===== config.mk =====
export PLATFORM = sky130hd
export DESIGN_NAME = lut_ram_write_scheduler
export DESIGN_NICKNAME = d
export VERILOG_FILES = /design/src/rtl/lut_ram_sched_pkg.sv /design/src/rtl/lut_ram_write_scheduler_rr_arbiter.sv /design/src/rtl/lut_ram_write_scheduler.sv
export SDC_FILE = /design/constraint.sdc
export NUM_CORES = 1
export LEC_CHECK = 0
export BUFFER_PORTS_ARGS = -buffer_cell sky130_fd_sc_hd__buf_2
export CAP_MARGIN = 20
export CORE_MARGIN = 8
export CORE_UTILIZATION = 47
export DETAILED_ROUTE_END_ITERATION = 10
export PLACE_DENSITY = 0.86
export RECOVER_POWER = 50
export SYNTH_ARGS = -nofsm -noshare
export SYNTH_HDL_FRONTEND = slang
export SYNTH_HIERARCHICAL = 1
export SYNTH_SLANG_ARGS = --single-unit

===== constraint.sdc =====
create_clock -name clk -period 10.36 [get_ports clk]
set_input_delay 1.036 -clock clk [delete_from_list [all_inputs] [get_ports clk]]
set_output_delay 1.036 -clock clk [all_outputs]
set_load 0.01 [all_outputs]

===== src/rtl/lut_ram_sched_pkg.sv =====
`default_nettype none
// ============================================================================
// Module      : lut_ram_sched_pkg
// Description : Shared types, constants and the round-robin pointer helper
//               for the lut_ram write-port scheduler.
// Revision    : 1.0 - initial release
// ============================================================================
package lut_ram_sched_pkg;

  typedef enum logic [0:0] {
    CLEAR = 1'b0,
    RUN   = 1'b1
  } sched_state_t;

  localparam int MAX_WRITERS = 8;
  localparam int PTR_W       = $clog2(MAX_WRITERS);

  // (ptr+1) mod n, valid for ptr < n
  function automatic logic [PTR_W-1:0] rr_next(input logic [PTR_W-1:0] ptr,
                                               input int unsigned       n);
    logic [PTR_W:0] w_sum;
    w_sum = {1'b0, ptr} + (PTR_W+1)'(1);
    return (32'(w_sum) >= n) ? '0 : w_sum[PTR_W-1:0];
  endfunction

endpackage
`default_nettype wire


===== src/rtl/lut_ram_write_scheduler_rr_arbiter.sv =====
`default_nettype none
// ============================================================================
// Module      : rr_arbiter
// Description : Round-robin arbiter with a registered priority pointer; the
//               grant itself is purely combinational from req and pointer.
// Revision    : 1.0 - initial release
// ============================================================================
module rr_arbiter
  import lut_ram_sched_pkg::*;
#(
  parameter int NUM_WRITERS = 4
) (
  input  logic                   clk,
  input  logic                   rst_n,
  input  logic                   en,
  input  logic [NUM_WRITERS-1:0] req,
  output logic [NUM_WRITERS-1:0] grant
);

  logic [MAX_WRITERS-1:0] w_req_ext;
  logic [PTR_W-1:0]       r_ptr;
  logic [PTR_W-1:0]       w_ptr_next;
  logic [PTR_W-1:0]       w_win;
  logic [PTR_W:0]         w_idx;
  logic                   w_found;

  generate
    if (NUM_WRITERS < MAX_WRITERS) begin : g_pad_req
      assign w_req_ext = {{(MAX_WRITERS-NUM_WRITERS){1'b0}}, req};
    end else begin : g_full_req
      assign w_req_ext = req;
    end
  endgenerate

  // Walk from the pointer, wrapping at NUM_WRITERS; first requester wins.
  always_comb begin
    w_found = 1'b0;
    w_win   = '0;
    w_idx   = '0;
    for (int i = 0; i < NUM_WRITERS; i++) begin
      w_idx = {1'b0, r_ptr} + (PTR_W+1)'(i);
      if (w_idx >= (PTR_W+1)'(NUM_WRITERS)) begin
        w_idx = w_idx - (PTR_W+1)'(NUM_WRITERS);
      end
      if (!w_found && w_req_ext[w_idx[PTR_W-1:0]]) begin
        w_found = 1'b1;
        w_win   = w_idx[PTR_W-1:0];
      end
    end
  end

  always_comb begin
    grant = '0;
    for (int j = 0; j < NUM_WRITERS; j++) begin
      grant[j] = en && w_found && (w_win == PTR_W'(j));
    end
  end

  assign w_ptr_next = (en && w_found) ? rr_next(w_win, NUM_WRITERS) : r_ptr;

  always_ff @(posedge clk or negedge rst_n) begin
    if (!rst_n) begin
      r_ptr <= '0;
    end else begin
      r_ptr <= w_ptr_next;
    end
  end

endmodule
`default_nettype wire


===== src/rtl/lut_ram_write_scheduler.sv =====
`default_nettype none
// ============================================================================
// Module      : lut_ram_write_scheduler
// Description : Round-robin sharing of the lut_ram write port with registered
//               write outputs; LUT_RAM_CLEAR_ON_RESET_EN adds a zeroing sweep.
// Revision    : 1.0 - initial release
// ============================================================================
module lut_ram_write_scheduler
  import lut_ram_sched_pkg::*;
#(
  parameter int WIDTH       = 32,
  parameter int DEPTH       = 32,
  parameter int NUM_WRITERS = 4
) (
  input  logic                                        clk,
  input  logic                                        rst_n,
  input  logic [NUM_WRITERS-1:0]                      wr_req,
  input  logic [NUM_WRITERS-1:0][$clog2(DEPTH)-1:0]   wr_addr,
  input  logic [NUM_WRITERS-1:0][WIDTH-1:0]           wr_data,
  output logic [NUM_WRITERS-1:0]                      wr_ack,
  output logic [$clog2(DEPTH)-1:0]                    waddr,
  output logic                                        ram_write,
  output logic [WIDTH-1:0]                            new_ram_data,
  output logic                                        init_done
);

  localparam int AW = $clog2(DEPTH);

  logic             w_run;
  logic             w_accept;
  logic [AW-1:0]    w_clr_addr;
  logic [AW-1:0]    w_sel_addr;
  logic [WIDTH-1:0] w_sel_data;

  rr_arbiter #(
    .NUM_WRITERS (NUM_WRITERS)
  ) u_arb (
    .clk   (clk),
    .rst_n (rst_n),
    .en    (w_run),
    .req   (wr_req),
    .grant (wr_ack)
  );

`ifdef LUT_RAM_CLEAR_ON_RESET_EN
  sched_state_t  r_state;
  sched_state_t  w_state_next;
  logic [AW-1:0] r_clr_addr;
  logic          w_clr_last;

  assign w_clr_last = (r_clr_addr == AW'(DEPTH-1));

  always_ff @(posedge clk or negedge rst_n) begin
    if (!rst_n) begin
      r_state    <= CLEAR;
      r_clr_addr <= '0;
    end else begin
      r_state <= w_state_next;
      if (r_state == CLEAR) begin
        r_clr_addr <= r_clr_addr + AW'(1);
      end
    end
  end

  always_comb begin
    w_state_next = r_state;
    case (r_state)
      CLEAR:   if (w_clr_last) w_state_next = RUN;
      RUN:     w_state_next = RUN;
    endcase
  end

  assign w_run      = (r_state == RUN);
  assign w_clr_addr = r_clr_addr;
`else
  assign w_run      = 1'b1;
  assign w_clr_addr = '0;
`endif

  // Grant is one-hot, so an OR-style mux picks the winner's address/data.
  always_comb begin
    w_sel_addr = '0;
    w_sel_data = '0;
    for (int i = 0; i < NUM_WRITERS; i++) begin
      if (wr_ack[i]) begin
        w_sel_addr = wr_addr[i];
        w_sel_data = wr_data[i];
      end
    end
  end

  assign w_accept = |wr_ack;

  always_ff @(posedge clk or negedge rst_n) begin
    if (!rst_n) begin
      ram_write    <= 1'b0;
      waddr        <= '0;
      new_ram_data <= '0;
    end else if (!w_run) begin
      ram_write    <= 1'b1;
      waddr        <= w_clr_addr;
      new_ram_data <= '0;
    end else begin
      ram_write <= w_accept;
      if (w_accept) begin
        waddr        <= w_sel_addr;
        new_ram_data <= w_sel_data;
      end
    end
  end

  assign init_done = w_run;

endmodule
`default_nettype wire


==> results of run 1 <==
-- cells in the mapped netlist, drive strengths merged --
cell | count | share of area [%]
dfrtp | 41 | 33
nand2 | 39 | 4.7
nor2b | 38 | 7.6
o21ai | 38 | 6.2
a21o | 37 | 8.9
a211oi | 36 | 8.7
and3b | 36 | 10
buf | 20 | 4.4
clkbuf | 9 | 1.1
ha | 7 | 2.8
inv | 7 | 0.84
a21oi | 5 | 0.92
nor2 | 5 | 0.60
and2 | 4 | 0.80
mux2 | 3 | 1.2
nand2b | 3 | 0.68
a22o | 2 | 0.56
conb | 2 | 0.24
mux2i | 2 | 0.64
mux4 | 2 | 1.6
a211o | 1 | 0.28
a221o | 1 | 0.32
a22oi | 1 | 0.24
a31oi | 1 | 0.40
and4 | 1 | 0.32
nand3 | 1 | 0.16
nand3b | 1 | 0.24
nor3 | 1 | 0.16
nor3b | 1 | 0.60
nor4 | 1 | 0.40
o2111ai | 1 | 0.48
o31ai | 1 | 0.24
o32a | 1 | 0.32
o32ai | 1 | 0.28
-- cells by family (layout without fill, tap and decap cells) --
group | Yosys count | count (layout) | share of synthesized area [%]
adders and majority gates | 7 | 7 | 2.811
DFF | 41 | 41 | 32.93
AOI/OAI and AO/OA | 126 | 126 | 27.87
other | 2 | 4 | 0.2411
and+or+nand+nor | 131 | 131 | 26.43
buffers and inverters | 36 | 214 | 6.305
muxes | 7 | 7 | 3.414
-- stage by stage --
stage,util (%),power (mW),setup WS (ns)
2_1_floorplan,-,0.8884,6.810
3_3_place_gp,63.68,1.088,5.492
3_5_place_dp,64.11,1.129,5.596
4_1_cts,65.46,1.234,5.323
5_1_grt,65.03,1.327,4.996
6_report,65.03,1.208,5.315
-- routing by layer --
layer  track usage, %  vias to the layer above  part of all wire, %
li1                 -                     1611                    -
met5                0                        -                    0
met1            22.65                     1554                   39
met3            7.539                       13                  9.2
met4            4.895                        0                  1.5
met2            37.56                      153                   50
-- critical path, stage by stage, from the launching register on --
cell                       delay, ns
sky130_fd_sc_hd__dfrtp_1        0.63
sky130_fd_sc_hd__inv_1          0.16
sky130_fd_sc_hd__ha_1           0.42
sky130_fd_sc_hd__mux4_2         0.56
sky130_fd_sc_hd__nand2b_2       0.15
sky130_fd_sc_hd__nand2_1        0.09
sky130_fd_sc_hd__o32ai_1        0.40
sky130_fd_sc_hd__ha_1           0.23
sky130_fd_sc_hd__ha_1           0.13
sky130_fd_sc_hd__and2_2         0.68
sky130_fd_sc_hd__buf_2          0.27
-- worst min-delay path by stage --
stage	start	end	depth (start not counted)
finish	new_ram_data[29]	new_ram_data[29]	2
global route	new_ram_data[14]	new_ram_data[14]	2
CTS	new_ram_data[4]	new_ram_data[4]	2
detailed placement	new_ram_data[29]	new_ram_data[29]	2
global placement	waddr[2]	waddr[2]	2
floorplan	new_ram_data[26]	new_ram_data[26]	2
-- layout make-up --
class | instances | area, um2
clock buffers | 7 | 86.33
fillers | 576 | 2233
inverters | 7 | 26.28
multi-input cells | 275 | 1912
flip-flops and latches | 41 | 1026
well taps | 77 | 96.34
repair buffers | 200 | 1006
-- flip-flops by register name (all words and copies together) (netlist names) --
signal and cells:
waddr 5, u_arb/r_ptr 3, new_ram_data 32, ram_write 1
-- power groups by stage --
stage / registers, mW / clock network, mW / logic (mW)
4_1_cts: 0.294 / 0.107 / 0.833
3_5_place_dp: 0.297 / 0 / 0.832
2_1_floorplan: 0.326 / 0 / 0.562
3_3_place_gp: 0.293 / 0 / 0.795
5_1_grt: 0.305 / 0.115 / 0.907
6_report: 0.296 / 0.104 / 0.809
==> results by stage, run 1 <==
Outcome:
- The flow ran to the end, but the final reports show violations.
- The final reports fail on capacitance limit, slew limit.

Finish:
- 0 antenna diodes ended up in the layout.
- In the final design database the tool counted 691 nets.
- The library cell used most frequently in the layout, excluding fill and tap cells, is sky130_fd_sc_hd__buf_2.
- The post-route cell area is 0.004153 mm2.
- The library cells used most frequently in the layout, excluding fill and tap cells, are 173 x sky130_fd_sc_hd__buf_2, 41 x sky130_fd_sc_hd__dfrtp_1, 39 x sky130_fd_sc_hd__nand2_1.
- From synthesis to final layout, the design area changed by 33.29%.
- Leaving out filler cells and counting taps, the final layout contains 607.
- The ratio of cells with drive above 1 in the final layout is 37.55%.

Worst setup path:
- In this run the register-to-register setup slack is 5.64 ns.
- The number of cells on the worst reg-to-reg path is 13.
- The critical path starts at u_arb/r_ptr[0].
- The category of the most critical setup path is reg2out.
- STA classifies the critical path endpoint as a primary output.
- For the worst setup path, the data required time is 9.32 ns.
- The maximum fanout encountered on the critical timing path is 44.
- STA puts the critical path data arrival time at 4.01 ns.
- The reg-to-reg startpoint is u_arb/r_ptr[0].
- The worst register-to-register path ends at waddr[0].
- The critical path ends at wr_ack[3].
- The kind of start point of the critical path is a flop.

Min path:
- The worst hold path belongs to the class reg2reg.

Detailed routing:
- The detailed-route DRC error count is 0.
- In this run the remaining antenna-violating nets after routing total 0.
- The average wire length per cell after detail routing is 17.16 um.
- The total routed wirelength is 10.42 mm.
- The total via count in the routed design is 3,331.
- Dividing the detail-routed via count by the number of cells gives 5.488.
- The initial detailed-routing violation count is 96.
- The first TritonRoute pass finished after 4 iterations.

Place:
- The congestion estimate from routability-driven global placement came to 0.9106.
- The number of buffers added on ports is 195.
- After detailed placement, the total cell area comes to 0.004094 mm2.
- The cell count after placement is 600.
- The HPWL after detailed placement is 8.251 mm.

Synth:
- The sequential cell area fraction in the yosys report is 32.93%.
- The number of cells produced by synthesis is 350.
- After synthesis, the mean cell area works out to 8.901 um2.
- The number of different library cells used by synthesis comes to 42.
- For this run, the number of Yosys warnings is 6.
- The number of synthesized register bits is 41.
- The mapped netlist covers 0.003115 mm2.

CTS:
- The number of hold buffers added after CTS is 0.
- The number of buffers created by CTS is 5.
- The tree is rooted in a sky130_fd_sc_hd__clkbuf_8.
- The clock input transition at the sequential cells of the worst setup and hold paths is 0.07 ns.
- Once the clock tree was built, the setup fixing pass inserted 0 buffers.
- The H-tree generated during clock tree synthesis spans 2 levels.
- The later-pin clock latency in the skew report is 0.28 ns.
- The clock sink count is 41.
- TritonCTS built the clock tree.
- The maximum buffer depth of the clock tree is 2.
- The post-cts repair resize count is 0.

Floorplan:
- Measured along the y axis, the die boundary spans 97.42 um.
- The placeable core region is 0.006386 mm2.
- The initialized floorplan defines 29 standard-cell rows.
- The initial utilization of the core area, before any placement, comes to 48.79%.
- For this design the top-level I/O count stands at 197.
- The overall die width is 97.42 um.
- The floorplan step defined a die boundary enclosing 0.009490 mm2.

GRT:
- The overall fraction of global-route tracks in use is 20.89%.
- The number of antenna violations at the first check in global routing is 0.
- The total congestion overflow after global routing is 0.
- The first global-routing pass estimated 16.69 mm of wire.
- The via count of the first global-routing pass came to 3,487.
- The pin count of the biggest net entering global routing is 45.

Power:
- The switching component of the power is 559.2 uW.
- For this design the static power due to leakage is 2.432 nW.
- The clock network power share is 8.6%.
- The relative contribution of combinational cells to total power is 66.9%.
- In this run switching power makes up 46.27% of total power.
- The internal power is 649.3 uW.
- The power per cell area is 291.0 mW/mm2.
- Sequential cells burn 24.5% of the power.
- IR analysis of the VDD net gives a maximum drop of 0.1793 mV.

STA:
- Setup repair after global routing left no endpoint under its margin.
- The final number of max-transition violations is 42.
- The pin slew with the least headroom to its limit is 2.227 ns.
- Headroom to the max-slew limit came out at -48.45%.
- The sum of negative setup slack is 0 ns.
- The worst-case clock skew is 0.003639 ns.
- The final hold slack is 0.4824 ns.
- For this run, the top clock speed supported by timing is 0.1982 GHz.
- The final critical-path share of the clock period is 48.69%.
- The count of final setup violators is 0.
- The final hold violation count is 0.
- The worst path in the final design needs a cycle of 5.045 ns, including I/O delays and setup.

Job:
- Across the run, the number of max-cap violations was 1.
No activity file was read; power rests on OpenSTA's default activity.
==> run 2: changes to the inputs <==
- CORE_UTILIZATION: 47 -> 43
- PLACE_DENSITY: 0.86 -> 0.8
- clock period: 10.36 -> 5.2 ns (I/O delays scaled with it)
==> results by stage, run 2 (synthesis results as in run 1) <==
Floorplan:
- The number of top-level design ports is 197 (unchanged).
- The initial core utilization is 43.65% (-5.1 points).
- The placeable core region came to 0.007137 mm2 (+12%).
- The overall die width is 101.1 um (+3.8%).
- The area of the die is 0.01023 mm2 (+7.8%).
- The die outline height is 101.1 um (+3.8%).
- The number of rows in the core area is 31 (+6.9%).

Worst setup path:
- The largest stage delay on the critical path is 0.62 ns (-0.06 ns).
- The signal on the critical path passes through inv_1 -> ha_1 -> mux4_2 -> nand2b_2 -> nand2_1 -> o32ai_1 -> ha_1 -> and2_2 -> buf_4 -> buf_2.
- Among the stages of the critical path, the cell type that occurs most often is sky130_fd_sc_hd__ha_1.
- The endpoint required time on the critical path came to 4.68 ns (-4.64 ns).
- STA classifies the critical path startpoint as a flop.
- The worst path arrival time is 4.02 ns (about the same).
- The cell with the largest stage delay on the worst path is sky130_fd_sc_hd__dfrtp_1.
- The maximum fanout encountered on the critical timing path is 48 (+9.1%).
- The category of the most critical setup path is reg2out.
- The worst setup path is captured at a primary output.

Detailed routing:
- The detailed route wirelength on metal2 came to 5.347 mm (+2.8%).
- The number of vias per cell is 5.163 (-5.9%).
- The initial detailed-routing violation count came to 94 (-2.1%).
- The highest metal layer with signal wires is met4.
- The wire length the detailed router placed on met1 is 4.090 mm (-0.41%).
- The routed length on met3 was 965 um (+0.94%).
- The final antenna-violating net count is 0 (unchanged).
- The detailed-route DRC error count is 0 (unchanged).
- The total routed wirelength is 10.47 mm (+0.51%).
- The average wire length per cell after detail routing was 16.60 um (-3.3%).
- The total via count in the routed design is 3,258 (-2.2%).
- The first-pass iteration count of the detailed router came to 4 (unchanged).

CTS:
- The buffer type at the clock tree root is sky130_fd_sc_hd__clkbuf_8.
- The number of hold buffers added after CTS is 0 (unchanged).
- The later-pin clock latency in the skew report is 0.28 ns (about the same).
- The CTS tree is done.
- The number of buffers created by CTS is 5 (unchanged).
- The post-cts repair resize count is 0 (unchanged).
- The clock input transition at the sequential cells of the worst setup and hold paths is 0.08 ns (about the same).
- The maximum buffer depth of the clock tree came to 2 (unchanged).
- The post-CTS setup-driven buffer insertion count is 0 (unchanged).
- The number of levels the H-tree was split into came to 2 (unchanged).
- The clock sink count is 41 (unchanged).

Finish:
- The total number of nets in the final design is 692 (+0.14%).
- More flip-flops sit in one register than any other, and that register is new_ram_data.
- The library cell used most frequently in the layout, excluding fill and tap cells, is sky130_fd_sc_hd__buf_2.
- The area growth from synthesis to layout is 34.74%.
- The ratio of cells with drive above 1 in the final layout is 37.78% (+0.23 points).
- The core utilization of the finished layout is 58.82% (-6.2 points).
- The antenna diode count is 0 (unchanged).
- The flip-flop count of the largest register after layout is 32 (unchanged).
- The final cell count without fillers is 631 (+4.0%).
- The library cells used most frequently in the layout, excluding fill and tap cells, are 173 x sky130_fd_sc_hd__buf_2, 41 x sky130_fd_sc_hd__dfrtp_1, 39 x sky130_fd_sc_hd__nand2_1.
- The largest registers in the layout are new_ram_data (32), waddr (5), u_arb/r_ptr (3).

STA:
- Setup repair after global routing left no endpoint under its margin.
- The final hold violation count is 0 (unchanged).
- The count of final setup violators is 0 (unchanged).
- Based on the critical path, the design can be clocked at up to 0.2201 GHz.
- The worst setup slack after layout is 0.6576 ns (-4.658 ns).
- The post-layout minimum cycle time is 4.542 ns.
- The relative max-transition margin is -52.27% (-3.8 points).
- The final number of max-transition violations is 42 (unchanged).
- The worst-case clock skew was 0.004829 ns (+0.001190 ns).
- The pin slew with the least headroom to its limit came to 2.284 ns (+0.05730 ns).
- The sum of negative setup slack is 0 ns (unchanged).
- The final critical-path share of the clock period is 87.35%.

Place:
- The placer congestion estimate came to 0.8645 (-5.1%).
- The number of buffers added on ports is 195 (unchanged).
- The HPWL after detailed placement is 8.095 mm (-1.9%).
- The cell count after placement is 623 (+3.8%).
- The setup slack after placement is 1.008 ns (-4.588 ns).

Power:
- The power after layout is 2.462 mW (+100%).
- The power per cell area is 586.4 mW/mm2 (+100%).
- The leakage power figure is 2.445 nW (+0.52%).
- The worst voltage drop across the vdd grid is 0.3052 mV (+70%).

GRT:
- The number of antenna violations at the first check in global routing was 0 (unchanged).
- The global-route wire length before repair is 16.72 mm (+0.16%).
- The pin count of the biggest net entering global routing is 49 (+8.9%).
- The total congestion overflow after global routing is 0 (unchanged).
- The via count of the first global-routing pass is 3,448 (-1.1%).
- The overall fraction of global-route tracks in use is 19.99% (-0.90 points).

Min path:
- The kind of path behind the tightest hold check is in2reg.

Outcome:
- The checks that failed: capacitance limit, slew limit.
- The flow ran to the end, but the final reports show violations.

Job:
- The number of violations of the max-capacitance limit is 1 (unchanged).
[run 2: cell types whose count changed in the layout (fill, tap and decap cells not counted)]
cell,before,now
sky130_fd_sc_hd__bufinv_16,0,1
sky130_fd_sc_hd__buf_16,1,0
sky130_fd_sc_hd__buf_4,4,6
[run 2: area by class of cell]
class / instances / area [um2]
repair buffers: 201 / 993.5
fillers: 694 / 2939
well taps: 99 / 123.9
multi-input cells: 275 / 1912
inverters: 7 / 26.28
clock inverters: 1 / 30.03
clock buffers: 7 / 86.33
flip-flops and latches: 41 / 1026
[run 2: worst paths after layout]
path	startpoint	end	slack [ns]	depth (start not counted)
worst max register to register	u_arb/r_ptr[0]	new_ram_data[2]	0.97	12
worst min-delay path	wr_addr[17]	waddr[2]	0.48	3
worst max-delay path	u_arb/r_ptr[0]	wr_ack[2]	0.66	10
max in group asynchronous	rst_n	new_ram_data[14]	2.99	1
worst min register to register	new_ram_data[10]	new_ram_data[10]	0.48	2
min in group asynchronous	rst_n	u_arb/r_ptr[0]	0.91	1
[run 2: worst max-delay path, delay by kind of cell, from the launching register on]
| family | cells | cell delay [ns] |
|---|---|---|
| AOI/OAI and AO/OA | 1 | 0.32 |
| and+or+nand+nor | 3 | 0.72 |
| muxes | 1 | 0.56 |
| buffers and inverters | 3 | 0.87 |
| DFF | 1 | 0.62 |
| adders and majority gates | 2 | 0.63 |
[run 2: stage by stage]
| stage | area, um2 | hold slack [ns] |
|---|---|---|
| floorplan | 3123 | 0.2244 |
| global placement | 4109 | 0.4613 |
| detailed placement | 4109 | 0.4702 |
| CTS | 4225 | 0.4089 |
| global route | 4198 | 0.4707 |
| finish | 4198 | 0.4792 |
[run 2: where the power goes]
part	leakage (nW)	total (mW)	internal (mW)	switching [mW]
Sequential	0.504	0.595	0.495	0.0995
Clock	0.0585	0.266	0.157	0.109
Combinational	1.88	1.60	0.698	0.902
[run 2: routing by layer]
layer | track usage (%) | up-vias
met3 | 6.630 | 6
met1 | 22.19 | 1514
met2 | 36.59 | 124
met4 | 2.978 | 0
li1 | - | 1614
met5 | 0 | -
